`src/rtl/teller_dispatch.sv`:
```
// teller_dispatch: arbitrates "next customer" requests from up to three
// on-duty tellers, pulses the queue counter's decrement input once per grant,
// and holds the now-serving ticket and called-teller number for the displays.
module teller_dispatch #(
    parameter int HOLD_CYCLES = 4,
    parameter int TICKET_W    = 5
) (
    input  logic                clk,
    input  logic                reset,        // asynchronous, active-low
    input  logic [2:0]          ready,
    input  logic [2:0]          on_duty,
    input  logic                queue_empty,
    output logic                serve,
    output logic [1:0]          called_teller,
    output logic [TICKET_W-1:0] now_serving,
    output logic [2:0]          busy,
    output logic                call_valid
);

    localparam int CNT_W = (HOLD_CYCLES > 1) ? $clog2(HOLD_CYCLES) : 1;
    localparam logic [CNT_W-1:0] HOLD_LOAD = CNT_W'(HOLD_CYCLES - 1);

    typedef enum logic [1:0] {
        IDLE     = 2'd0,
        ARB      = 2'd1,
        SERVE    = 2'd2,
        ANNOUNCE = 2'd3
    } state_t;

    state_t              r_state;
    logic [2:0]          r_ready_q;
    logic [2:0]          r_pending;
    logic [2:0]          r_busy;
    logic [1:0]          r_grant;
    logic [1:0]          r_last_grant;
    logic [CNT_W-1:0]    r_hold_cnt;
    logic                r_serve;
    logic                r_call_valid;
    logic [1:0]          r_called_teller;
    logic [TICKET_W-1:0] r_now_serving;

    logic [2:0]          w_req_edge;
    logic [2:0]          w_grant_1h;
    logic [1:0]          w_pick;
    logic                w_any_pending;

    assign w_req_edge    = ready & ~r_ready_q;
    assign w_any_pending = |r_pending;
    // The grant takes effect on the edge that leaves SERVE.
    assign w_grant_1h    = (r_state == SERVE) ? (3'b001 << r_grant) : 3'b000;

    // Round-robin pick: search starts at the teller after the last grant.
    // NOTE: every always_comb output gets a default first so no latch is inferred.
    always_comb begin
        w_pick = 2'd0;
        case (r_last_grant)
            2'd0: begin
                if (r_pending[1])      w_pick = 2'd1;
                else if (r_pending[2]) w_pick = 2'd2;
                else                   w_pick = 2'd0;
            end
            2'd1: begin
                if (r_pending[2])      w_pick = 2'd2;
                else if (r_pending[0]) w_pick = 2'd0;
                else                   w_pick = 2'd1;
            end
            default: begin
                if (r_pending[0])      w_pick = 2'd0;
                else if (r_pending[1]) w_pick = 2'd1;
                else                   w_pick = 2'd2;
            end
        endcase
    end

    // Request edge detection plus pending and busy bookkeeping per teller.
    // NOTE: sequential state uses non-blocking assignments so every register
    // samples the pre-edge values of the others.
    always_ff @(posedge clk or negedge reset) begin
        if (!reset) begin
            r_ready_q <= 3'b000;
            r_pending <= 3'b000;
            r_busy    <= 3'b000;
        end else begin
            r_ready_q <= ready;
            // Going off duty or being granted wipes the request; that clear
            // beats a request edge arriving on the same cycle.
            r_pending <= (r_pending | (w_req_edge & on_duty)) & ~w_grant_1h & on_duty;
            // A fresh request edge means the teller finished the last customer.
            r_busy    <= ((r_busy & ~w_req_edge) | w_grant_1h) & on_duty;
        end
    end

    // Dispatch FSM with registered serve/announce/display outputs.
    always_ff @(posedge clk or negedge reset) begin
        if (!reset) begin
            r_state         <= IDLE;
            r_grant         <= 2'd0;
            r_last_grant    <= 2'd2;
            r_hold_cnt      <= '0;
            r_serve         <= 1'b0;
            r_call_valid    <= 1'b0;
            r_called_teller <= 2'd0;
            r_now_serving   <= '0;
        end else begin
            case (r_state)
                IDLE: begin
                    if (w_any_pending && !queue_empty) begin
                        r_state <= ARB;
                    end
                end
                ARB: begin
                    // Conditions are re-checked here; the queue may have
                    // drained or the requester left since IDLE looked.
                    if (queue_empty || !w_any_pending) begin
                        r_state <= IDLE;
                    end else begin
                        r_grant <= w_pick;
                        r_serve <= 1'b1;
                        r_state <= SERVE;
                    end
                end
                SERVE: begin
                    r_serve         <= 1'b0;
                    r_now_serving   <= r_now_serving + 1'b1;
                    r_called_teller <= r_grant + 2'd1;
                    r_last_grant    <= r_grant;
                    r_call_valid    <= 1'b1;
                    r_hold_cnt      <= HOLD_LOAD;
                    r_state         <= ANNOUNCE;
                end
                ANNOUNCE: begin
                    if (r_hold_cnt == '0) begin
                        r_call_valid <= 1'b0;
                        r_state      <= IDLE;
                    end else begin
                        r_hold_cnt <= r_hold_cnt - 1'b1;
                    end
                end
                default: begin
                    r_state <= IDLE;
                end
            endcase
        end
    end

    assign serve         = r_serve;
    assign call_valid    = r_call_valid;
    assign called_teller = r_called_teller;
    assign now_serving   = r_now_serving;
    assign busy          = r_busy;

endmodule
```
`config.mk`:
```
export PLATFORM = sky130hd
export DESIGN_NAME = teller_dispatch
export DESIGN_NICKNAME = d
export VERILOG_FILES = /design/src/rtl/teller_dispatch.sv
export SDC_FILE = /design/constraint.sdc
export NUM_CORES = 1
export LEC_CHECK = 0
export ABC_AREA = 1
export CAP_MARGIN = 40
export CORE_MARGIN = 3
export CORE_UTILIZATION = 54
export CTS_CLUSTER_DIAMETER = 120
export DETAILED_ROUTE_END_ITERATION = 8
export GPL_TIMING_DRIVEN = 0
export HOLD_SLACK_MARGIN = 0.02
export PLACE_DENSITY_LB_ADDON = 0.1
export SLEW_MARGIN = 20
export SYNTH_ARGS = -nofsm -noshare
export SYNTH_HDL_FRONTEND = slang
export SYNTH_SLANG_ARGS = --single-unit
```
`constraint.sdc`:
```
create_clock -name clk -period 1.7 [get_ports clk]
set_input_delay 0.34 -clock clk [delete_from_list [all_inputs] [get_ports clk]]
set_output_delay 0.34 -clock clk [all_outputs]
set_load 0.01 [all_outputs]
```
==> results.toml <==
[placement]
port_bufs = 20
dp_cells = 173
placed_cell_area_um2 = 1410
place_hpwl_um = 1550
gp_congestion = 0.813

[setup_path]
rr_endpoint = "r_state[0]"
cp_data_required_time_ns = 1.36
critical_path_buf_inv_count = 1
critical_setup_path_kind = "register to output port"
cp_slowest_stage_delay_ns = 0.56
worst-r2r-cell-count = 5
launch_point_of_the_critical_path = "now_serving[0]"
rrSetupSlack_ns = 0.37
crit_start_category = "register"
rr_startpoint = "r_hold_cnt[0]"
path_cells = "clkdlybuf4s50_1"
crit_fanout = 4
slowest_stage = "clkdlybuf4s50_1"
worstPathArrival_ns = 1.31
cp_top_family = "buffers and inverters"
setup.worst_path.end_class = "output port"

[sta]
hold_vio_cnt_final = 0
fin_setup_tns_ns = 0
max_freq_mhz = 604
max_transition_viols_final = 0
timing.slew.headroom_pct = 59.7
finalWorstPathRequiredPeriod_ns = 1.65
skew_ns = 0.00488
max_slew.worst_pin.slew_ns = 0.603
final-setup-viol-count = 0
min_period_over_period_pct = 97.3

[global_routing]
total_congestion_overflow = 0
wire_length_of_the_first_global_routing_pass_um = 3580
antenna_found_initial = 0
pin_count_of_the_biggest_net_entering_global_routing = 16
grt_pass1_vias = 889
groute.usage.overall_pct = 17.9

[floorplan]
fp-row-count = 16
floorplan.initialDensity_pct = 58.1
dieArea_um2 = 2750
design.core.area_um2 = 2000
floorplan.io_pins = 21
die_height_um = 52.4
dieWidth_um = 52.4

[logic_synthesis]
post-synth-top-area-fraction_pct = 53.8
yosysTopAreaCell = "dfrtp_1"
synth-warning-count = 0
synth_cells = 125
netlist-cell-type-count = 20
syn-num-nets = 139
synth.ff_latch_count = 26
synth_sequential_area_ratio_pct = 56.0
avgSynthCellArea_um2 = 9.31
netlist_top_cells_area = "dfrtp_1 54%, nand2_1 12%, inv_1 5.8%"
syn-cell-area_um2 = 1160

[final_layout]
register_area_um2 = 652
layout_commonest_cell = "nand2_1"
design_area_um2 = 1480
commonest_non_fill_non_tap_cells_in_the_layout = "36 x nand2_1, 25 x dfrtp_1, 19 x clkdlybuf4s50_1"
antennaDiodeCount = 0
multiInputGateArea_um2 = 429
areaGrowthSynthToFinish_pct = 27.4
n_fill_cell = 161
post-route-util_pct = 74.1
final-instance-count-excl-fill = 179
drive_above_1_share_pct = 9.87
fin_nets = 167

[clock_tree]
tritoncts_clock_tree = "yes"
clk_pin_slew_worst_setup_hold_paths_ns = 0.14
numClockSinks = 26
cts.path.max_buffers = 2
h-tree-depth = 1
root_buffer = "clkbuf_4"
clk_latency_ns = 0.31
cts-buffers-inserted = 3

[pwr]
clkPwrFrac_pct = 17.4
seq_power_share_pct = 41.7
total_switching_power_uw = 843
switching_fraction_of_total_power_pct = 35.1
power_leakage_uw = 0.000740
power_density_nw_per_um2 = 1620
comb_power_share_pct = 40.9
max-vdd-ir-drop_uv = 1070
internal-power_uw = 1560

[drt]
detail_route_antenna_nets = 0
wire_per_inst_um = 11.6
avgViaCountPerCell = 4.73
dr.first_iter.drc_count = 12
vias = 846
drt_first_pass_iters = 3
wl_um = 2080
drc = 0

[flow_run]
max_cap_viol = 0

[run_status]
status = "complete, no violations"

[min_path]
worst_hold_path_type = "input pin to async pin"
-- per-layer routing --
layer / global-route usage (%) / share of wire (%) / vias up
li1: - / - / 440
met1: 21.9 / 45 / 387
met2: 30.2 / 49 / 15
met3: 3.42 / 3.4 / 4
met4: 8.51 / 1.9 / 0
met5: 0 / 0 / -
-- cell usage after synthesis, drive strengths merged --
master	number
o21ai	7
a21oi	3
nand3	5
ha	5
dfrtp	25
nand3b	1
nand2	37
xnor2	2
o21a	3
inv	19
buf	1
nor2	9
dfstp	1
nor3b	2
a22oi	1
a21boi	3
xor2	1
-- per-stage QoR --
stage / setup WS (ns) / hold slack, ns / total power, uW
floorplan: 0.569 / 0.0444 / 1570
global placement: -0.0000792 / 0.464 / 1910
detailed placement: 0.321 / 0.473 / 1960
CTS: 0.0283 / 0.409 / 2390
global route: -0.00390 / 0.405 / 2610
finish: 0.0457 / 0.384 / 2400
-- cell families (layout without fill, tap and decap cells) --
| group | after synthesis | count (layout) | share of synthesized area (%) |
|---|---|---|---|
| DFF | 26 | 26 | 56.0 |
| adders and majority gates | 5 | 5 | 5.38 |
| xor gates and xnor gates | 3 | 3 | 2.26 |
| AOI/OAI and AO/OA | 17 | 17 | 8.82 |
| buffers and inverters | 20 | 47 | 7.10 |
| and+or+nand+nor | 54 | 54 | 20.4 |
-- power by group through the flow --
stage / Combinational (uW) / Sequential [uW] / Clock [uW]
floorplan: 533 / 1040 / 0
global placement: 907 / 1010 / 0
detailed placement: 946 / 1020 / 0
CTS: 960 / 1010 / 429
global route: 1130 / 1040 / 452
finish: 982 / 1000 / 417
-- how the worst max path moves through the flow --
stage	end	slack (ns)	cells past startpoint
2_1_floorplan	r_state[0]	0.57	5
3_3_place_gp	now_serving[0]	-0.00008	1
3_5_place_dp	r_last_grant[1]	0.32	2
4_1_cts	now_serving[0]	0.03	1
5_1_grt	now_serving[0]	-0.004	1
6_report	now_serving[0]	0.05	1
-- flip-flops by register name (all words and copies together) (netlist names), named ones only --
signal / flops
now_serving: 5
busy: 3
r_pending: 3
r_ready_q: 3
called_teller: 2
r_grant: 2
r_hold_cnt: 2
r_last_grant: 2
call_valid: 1
r_state: 1
serve: 1
-- layout make-up --
class                   count  share of cell area (%)
repair buffers             23                    15.7
multi-input cells          79                    28.9
inverters                  19                    4.81
well taps                  27                    2.28
plain buffers               1                   0.759
flip-flops and latches     26                    44.0
clock buffers               3                    1.52
clock inverters             1                    2.03
-- repair_timing --
action / CTS / global route
setup buffers: 0 / 2
endpoints found under the setup margin: 0 / 3
hold endpoints to repair: 0 / 0
hold buffers: 0 / 0
resized for setup: 0 / 1
Power figures use the tool's default switching activity.
